===== src/rtl/aes_inv_key_sched.sv =====
// aes_inv_key_sched: AES-128 inverse key schedule, one round key per backward step
// (round 10 -> 0), regenerating earlier keys on the fly. Rev 1.0.
`default_nettype none

module aes_inv_key_sched #(
  parameter int REG_SBOX = 0
) (
  input  logic         clk,
  input  logic         rst,
  input  logic         start_i,
  input  logic [127:0] key_i,
  input  logic         next_i,
  output logic [127:0] rk_o,
  output logic [3:0]   rk_round_o,
  output logic         rk_valid_o,
  output logic         busy_o,
  output logic         done_o
);

  localparam logic [0:255][7:0] SBOX = {
    8'h63, 8'h7c, 8'h77, 8'h7b, 8'hf2, 8'h6b, 8'h6f, 8'hc5, 8'h30, 8'h01, 8'h67, 8'h2b, 8'hfe, 8'hd7, 8'hab, 8'h76,
    8'hca, 8'h82, 8'hc9, 8'h7d, 8'hfa, 8'h59, 8'h47, 8'hf0, 8'had, 8'hd4, 8'ha2, 8'haf, 8'h9c, 8'ha4, 8'h72, 8'hc0,
    8'hb7, 8'hfd, 8'h93, 8'h26, 8'h36, 8'h3f, 8'hf7, 8'hcc, 8'h34, 8'ha5, 8'he5, 8'hf1, 8'h71, 8'hd8, 8'h31, 8'h15,
    8'h04, 8'hc7, 8'h23, 8'hc3, 8'h18, 8'h96, 8'h05, 8'h9a, 8'h07, 8'h12, 8'h80, 8'he2, 8'heb, 8'h27, 8'hb2, 8'h75,
    8'h09, 8'h83, 8'h2c, 8'h1a, 8'h1b, 8'h6e, 8'h5a, 8'ha0, 8'h52, 8'h3b, 8'hd6, 8'hb3, 8'h29, 8'he3, 8'h2f, 8'h84,
    8'h53, 8'hd1, 8'h00, 8'hed, 8'h20, 8'hfc, 8'hb1, 8'h5b, 8'h6a, 8'hcb, 8'hbe, 8'h39, 8'h4a, 8'h4c, 8'h58, 8'hcf,
    8'hd0, 8'hef, 8'haa, 8'hfb, 8'h43, 8'h4d, 8'h33, 8'h85, 8'h45, 8'hf9, 8'h02, 8'h7f, 8'h50, 8'h3c, 8'h9f, 8'ha8,
    8'h51, 8'ha3, 8'h40, 8'h8f, 8'h92, 8'h9d, 8'h38, 8'hf5, 8'hbc, 8'hb6, 8'hda, 8'h21, 8'h10, 8'hff, 8'hf3, 8'hd2,
    8'hcd, 8'h0c, 8'h13, 8'hec, 8'h5f, 8'h97, 8'h44, 8'h17, 8'hc4, 8'ha7, 8'h7e, 8'h3d, 8'h64, 8'h5d, 8'h19, 8'h73,
    8'h60, 8'h81, 8'h4f, 8'hdc, 8'h22, 8'h2a, 8'h90, 8'h88, 8'h46, 8'hee, 8'hb8, 8'h14, 8'hde, 8'h5e, 8'h0b, 8'hdb,
    8'he0, 8'h32, 8'h3a, 8'h0a, 8'h49, 8'h06, 8'h24, 8'h5c, 8'hc2, 8'hd3, 8'hac, 8'h62, 8'h91, 8'h95, 8'he4, 8'h79,
    8'he7, 8'hc8, 8'h37, 8'h6d, 8'h8d, 8'hd5, 8'h4e, 8'ha9, 8'h6c, 8'h56, 8'hf4, 8'hea, 8'h65, 8'h7a, 8'hae, 8'h08,
    8'hba, 8'h78, 8'h25, 8'h2e, 8'h1c, 8'ha6, 8'hb4, 8'hc6, 8'he8, 8'hdd, 8'h74, 8'h1f, 8'h4b, 8'hbd, 8'h8b, 8'h8a,
    8'h70, 8'h3e, 8'hb5, 8'h66, 8'h48, 8'h03, 8'hf6, 8'h0e, 8'h61, 8'h35, 8'h57, 8'hb9, 8'h86, 8'hc1, 8'h1d, 8'h9e,
    8'he1, 8'hf8, 8'h98, 8'h11, 8'h69, 8'hd9, 8'h8e, 8'h94, 8'h9b, 8'h1e, 8'h87, 8'he9, 8'hce, 8'h55, 8'h28, 8'hdf,
    8'h8c, 8'ha1, 8'h89, 8'h0d, 8'hbf, 8'he6, 8'h42, 8'h68, 8'h41, 8'h99, 8'h2d, 8'h0f, 8'hb0, 8'h54, 8'hbb, 8'h16
  };

  typedef enum logic [1:0] {S_IDLE, S_HOLD, S_STEP} state_t;

  state_t         state_q, state_d;
  logic [127:0]   rk_q;
  logic [3:0]     round_q;
  logic           done_q, done_d;
  logic           load, step;
  logic [31:0]    w_p0, w_p1, w_p2, w_p3;
  logic [31:0]    w_sub, w_sub_use;
  logic [7:0]     w_rcon;

  function automatic logic [31:0] sub_word(input logic [31:0] x);
    return {SBOX[x[31:24]], SBOX[x[23:16]], SBOX[x[15:8]], SBOX[x[7:0]]};
  endfunction

  always_comb begin
    w_rcon = 8'h00;
    case (round_q)
      4'd1:    w_rcon = 8'h01;
      4'd2:    w_rcon = 8'h02;
      4'd3:    w_rcon = 8'h04;
      4'd4:    w_rcon = 8'h08;
      4'd5:    w_rcon = 8'h10;
      4'd6:    w_rcon = 8'h20;
      4'd7:    w_rcon = 8'h40;
      4'd8:    w_rcon = 8'h80;
      4'd9:    w_rcon = 8'h1b;
      4'd10:   w_rcon = 8'h36;
      default: w_rcon = 8'h00;
    endcase
  end

  // Previous words 1..3 fall out of XORs; word 0 needs the S-box on RotWord(p3).
  assign w_p3  = rk_q[31:0]   ^ rk_q[63:32];
  assign w_p2  = rk_q[63:32]  ^ rk_q[95:64];
  assign w_p1  = rk_q[95:64]  ^ rk_q[127:96];
  assign w_sub = sub_word({w_p3[23:0], w_p3[31:24]});
  assign w_p0  = rk_q[127:96] ^ w_sub_use ^ {w_rcon, 24'h0};

  generate
    if (REG_SBOX != 0) begin : g_reg_sbox
      logic [31:0] sub_q;
      // rk_q is frozen through STEP, so the value captured in the last HOLD cycle stays valid.
      always_ff @(posedge clk or posedge rst) begin
        if (rst)                   sub_q <= '0;
        else if (state_q == S_HOLD) sub_q <= w_sub;
      end
      assign w_sub_use = sub_q;
    end else begin : g_comb_sbox
      assign w_sub_use = w_sub;
    end
  endgenerate

  always_comb begin
    state_d = state_q;
    load    = 1'b0;
    step    = 1'b0;
    done_d  = 1'b0;
    case (state_q)
      S_IDLE: if (start_i) begin
        load    = 1'b1;
        state_d = S_HOLD;
      end
      S_HOLD: if (next_i) begin
        if (round_q == 4'd0) begin
          state_d = S_IDLE;
          done_d  = 1'b1;
        end else if (REG_SBOX != 0) begin
          state_d = S_STEP;
        end else begin
          step = 1'b1;
        end
      end
      S_STEP: begin
        step    = 1'b1;
        state_d = S_HOLD;
      end
      default: state_d = S_IDLE;
    endcase
  end

  always_ff @(posedge clk or posedge rst) begin
    if (rst) begin
      state_q <= S_IDLE;
      rk_q    <= '0;
      round_q <= '0;
      done_q  <= 1'b0;
    end else begin
      state_q <= state_d;
      done_q  <= done_d;
      if (load) begin
        rk_q    <= key_i;
        round_q <= 4'd10;
      end else if (step) begin
        rk_q    <= {w_p0, w_p1, w_p2, w_p3};
        round_q <= round_q - 4'd1;
      end
    end
  end

  assign rk_o       = rk_q;
  assign rk_round_o = round_q;
  assign rk_valid_o = (state_q == S_HOLD);
  assign busy_o     = (state_q != S_IDLE);
  assign done_o     = done_q;

endmodule

`default_nettype wire


===== config.mk =====
export PLATFORM = sky130hd
export DESIGN_NAME = aes_inv_key_sched
export DESIGN_NICKNAME = d
export VERILOG_FILES = /design/src/rtl/aes_inv_key_sched.sv
export SDC_FILE = /design/constraint.sdc
export NUM_CORES = 1
export LEC_CHECK = 0
export CAP_MARGIN = 20
export CELL_PAD_IN_SITES_DETAIL_PLACEMENT = 1
export CELL_PAD_IN_SITES_GLOBAL_PLACEMENT = 1
export CORE_ASPECT_RATIO = 0.75
export CORE_MARGIN = 10
export CORE_UTILIZATION = 25
export CTS_BUF_LIST = sky130_fd_sc_hd__clkbuf_16
export DETAILED_ROUTE_END_ITERATION = 10
export PLACE_DENSITY = 0.64
export SETUP_SLACK_MARGIN = 0.5
export SKIP_CTS_REPAIR_TIMING = 1
export SYNTH_ARGS = -nofsm -noshare
export SYNTH_HDL_FRONTEND = slang
export SYNTH_SLANG_ARGS = --single-unit

===== constraint.sdc =====
create_clock -name clk -period 6.8 [get_ports clk]
set_input_delay 0.68 -clock clk [delete_from_list [all_inputs] [get_ports clk]]
set_output_delay 0.68 -clock clk [all_outputs]
set_load 0.01 [all_outputs]

==> results.json <==
{
  "outcome": "finished clean",
  "netlist_area_mm2": 0.0200,
  "post-route-drc-count": 0,
  "synth_top_family_by_area": "compound AO/OA/AOI/OAI gates",
  "net_count_after_synthesis": 3084,
  "place.gp.congestion": 1.01,
  "clock_slew_at_reported_path_ffs_ps": 80,
  "synth_sequential_area_ratio_pct": 16.8,
  "achievable-frequency_mhz": 222,
  "r2r_setup_slack_ps": 2290,
  "timing.critical_path.slowest_stage_cell": "o311ai_0",
  "io_pins": 267,
  "clock-root-buffer": "clkbuf_16",
  "grt_antenna_before_repair": 5,
  "final_nets": 3132,
  "critical_path.cell_chain": "xor2_2, buf_4, inv_2, buf_4, ha_1, inv_1, mux2i_1, nor2_1, o21a_1, o311ai_0, a32oi_1, xor2_1, o21ai_0",
  "vias_post_dr": 25300,
  "most_common_cell_after_layout_fill_and_taps_aside": "nand2_1",
  "critPathKind": "flip-flop to flip-flop",
  "final_min_period_over_clock_period_pct": 66.3,
  "row_count": 89,
  "cts_tree": "done",
  "yosysUniqueCellTypes": 79,
  "start_util_pct": 25.3,
  "core_region_area_mm2": 0.0790,
  "synth_mux_area_share_pct": 6.07,
  "cts-buffers-inserted": 17,
  "setup.worst_path.start": "rk_o[1]",
  "drv.max_cap_violation_count": 0,
  "critPathMostFrequentCell": "buf_4",
  "worst_hold_path.num_cells": 1,
  "vias_per_cell": 6.32,
  "io_buffer_count": 266,
  "synth_enable_flop_cells": 0,
  "wl_per_cell_um": 28.5,
  "layout.area.seq_mm2": 0.00335,
  "worstSetupStartpointType": "flip-flop",
  "layout-area-overhead-vs-synth_pct": 21.6,
  "max_slew_margin_pct": 28.1,
  "worstSetupEndpoint": "rk_o[110]",
  "chipWidth_um": 347,
  "clock_insertion_delay_worst_skew_ps": 510,
  "rsz_0062_raised_after_global_routing": "false",
  "fraction_of_the_mapped_netlist_area_in_adder_cells_pct": 3.63,
  "cp.required_ps": 7210,
  "synth-simple-area-share_pct": 21.7,
  "syn-instance-count": 2894,
  "worst_r2r_path_depth": 13,
  "yosys.area_share.xor_xnor_pct": 8.75,
  "synth_compound_gate_area_share_pct": 36.0,
  "worst-slew-pin-transition_ps": 1070,
  "fin_tns_setup_ps": 0,
  "final_cell_mix": "460 x nand2_1, 272 x o21ai_0, 266 x clkdlybuf4s50_1",
  "worst_reg2reg_endpoint": "rk_o[110]",
  "grt_start_max_net_pins": 119,
  "worst_hold_path_type": "flip-flop to flip-flop",
  "setup_violations": 0,
  "die_area_mm2": 0.0919,
  "final-max-slew-violation-count": 0,
  "ys_dominant_reg_cell": "dfrtp_1",
  "htreeDepth": 4,
  "hpwl_um": 79800,
  "crit_fanout": 24,
  "grt-ovfl-total": 0,
  "floorplan.die.height_um": 265,
  "multi_input_gate_area_mm2": 0.0157,
  "global_route.usage.total_pct": 23.7,
  "critPathMaxStageDelay_ps": 850,
  "clock-sinks": 134,
  "drtPass1Iterations": 6,
  "worst_ep_arrival_time_ps": 4930,
  "finalClockSkew_ps": 22.3,
  "wirelength_um": 114000,
  "cts_buffer_depth": 2,
  "hold_fails_final_rpt": 0,
  "async_flop_share_pct": 100,
  "dr.first_iter.drc_count": 3668,
  "final_period_minus_worst_setup_slack_ps": 4510,
  "postSynthAreaPerCell_um2": 6.91,
  "grt_pass1_vias": 24500,
  "layout.filler_cells": 9651,
  "seq_cells_post_synth": 134,
  "antenna_left": 0,
  "synthesis.yosys.warnings": 0,
  "critical_path.reg2reg.startpoint": "rk_o[1]",
  "post_route_cells_drive_above_1_share_pct": 7.07,
  "critical_path.endpoint_type": "flip-flop",
  "global_route_wire_length_before_repair_um": 170000
}
per-layer routing:
metal,wire (µm),vias to the layer above,global-route usage (%)
met1,50800,12300,33.9
met4,2770,6,5.86
li1,-,10900,-
met2,45100,1863,32.8
met5,33,-,0
met3,15500,256,9.00
worst min path at each step:
stage                     slack, ps      start         to
final                           590  rk_o[104]  rk_o[104]
after global routing            610  rk_o[104]  rk_o[104]
after CTS                       600  rk_o[104]  rk_o[104]
after detailed placement        590  rk_o[104]  rk_o[104]
after global placement          600  rk_o[104]  rk_o[104]
after floorplan                 560  rk_o[119]  rk_o[119]
through the flow:
stage	worst slack, ps	hold WS, ps	util (%)	cell area, µm²	std cells
after floorplan	2540	559	-	20000	2894
after global placement	2510	595	30.1	23800	3969
after detailed placement	2530	585	30.1	23800	3969
after CTS	2510	597	30.8	24300	4001
after global routing	2140	615	30.8	24300	4001
final	2290	592	30.8	24300	4004
final cells by class:
cell class | instances | area share, %
multi-input combinational | 2410 | 64.4
sequential | 134 | 13.8
timing repair buffer | 347 | 13.6
tap | 1046 | 5.38
clock buffer | 17 | 1.75
clock inverter | 15 | 0.535
inverter | 32 | 0.514
antenna | 3 | 0.0309
synthesized netlist by cell type (27+ instances only):
master / count / area share (%)
nand2_1: 460 / 8.6
o21ai_0: 272 / 6.8
nor2_1: 250 / 4.7
clkbuf_1: 211 / 4.0
a21oi_1: 194 / 4.9
dfrtp_1: 134 / 17
xor2_1: 134 / 5.9
nand3_1: 98 / 2.5
nor3_1: 86 / 2.2
o211ai_1: 71 / 2.7
o311ai_0: 59 / 2.6
ha_1: 58 / 3.6
a31oi_1: 57 / 1.8
xnor2_1: 56 / 2.5
a211oi_1: 55 / 2.1
buf_2: 54 / 1.4
mux2i_1: 47 / 2.4
a311oi_1: 45 / 2.0
buf_1: 45 / 0.84
a221oi_1: 36 / 1.6
mux4_2: 31 / 3.5
o22ai_1: 30 / 0.94
inv_1: 27 / 0.51
flip-flops by register name (all words and copies together) (netlist names):
name	flops
done_o	1
rk_o	128
rk_round_o	4
state_q	1
critical path, delay by kind of cell (launching register included):
kind	cells	cell delay, ps
AOI/OAI and AO/OA	4	1510
buffers and inverters	4	1080
adders and majority gates	1	600
DFF	1	440
xor gates and xnor gates	2	400
muxes	1	290
and+or+nand+nor	1	70
logic make-up (layout without fill, tap and decap cells):
kind of cell | count (synthesis) | after routing
multiplexers | 82 | 82
XOR/XNOR | 195 | 195
adder cells (fa/ha/maj) | 58 | 58
flip-flops | 134 | 134
other | 0 | 3
AND/OR/NAND/NOR | 1010 | 1010
AO/OA/AOI/OAI | 1065 | 1065
buffers and inverters | 350 | 411
Power is not shown: default switching activity piles up to over one toggle a cycle in this logic, so the estimate is an artifact.
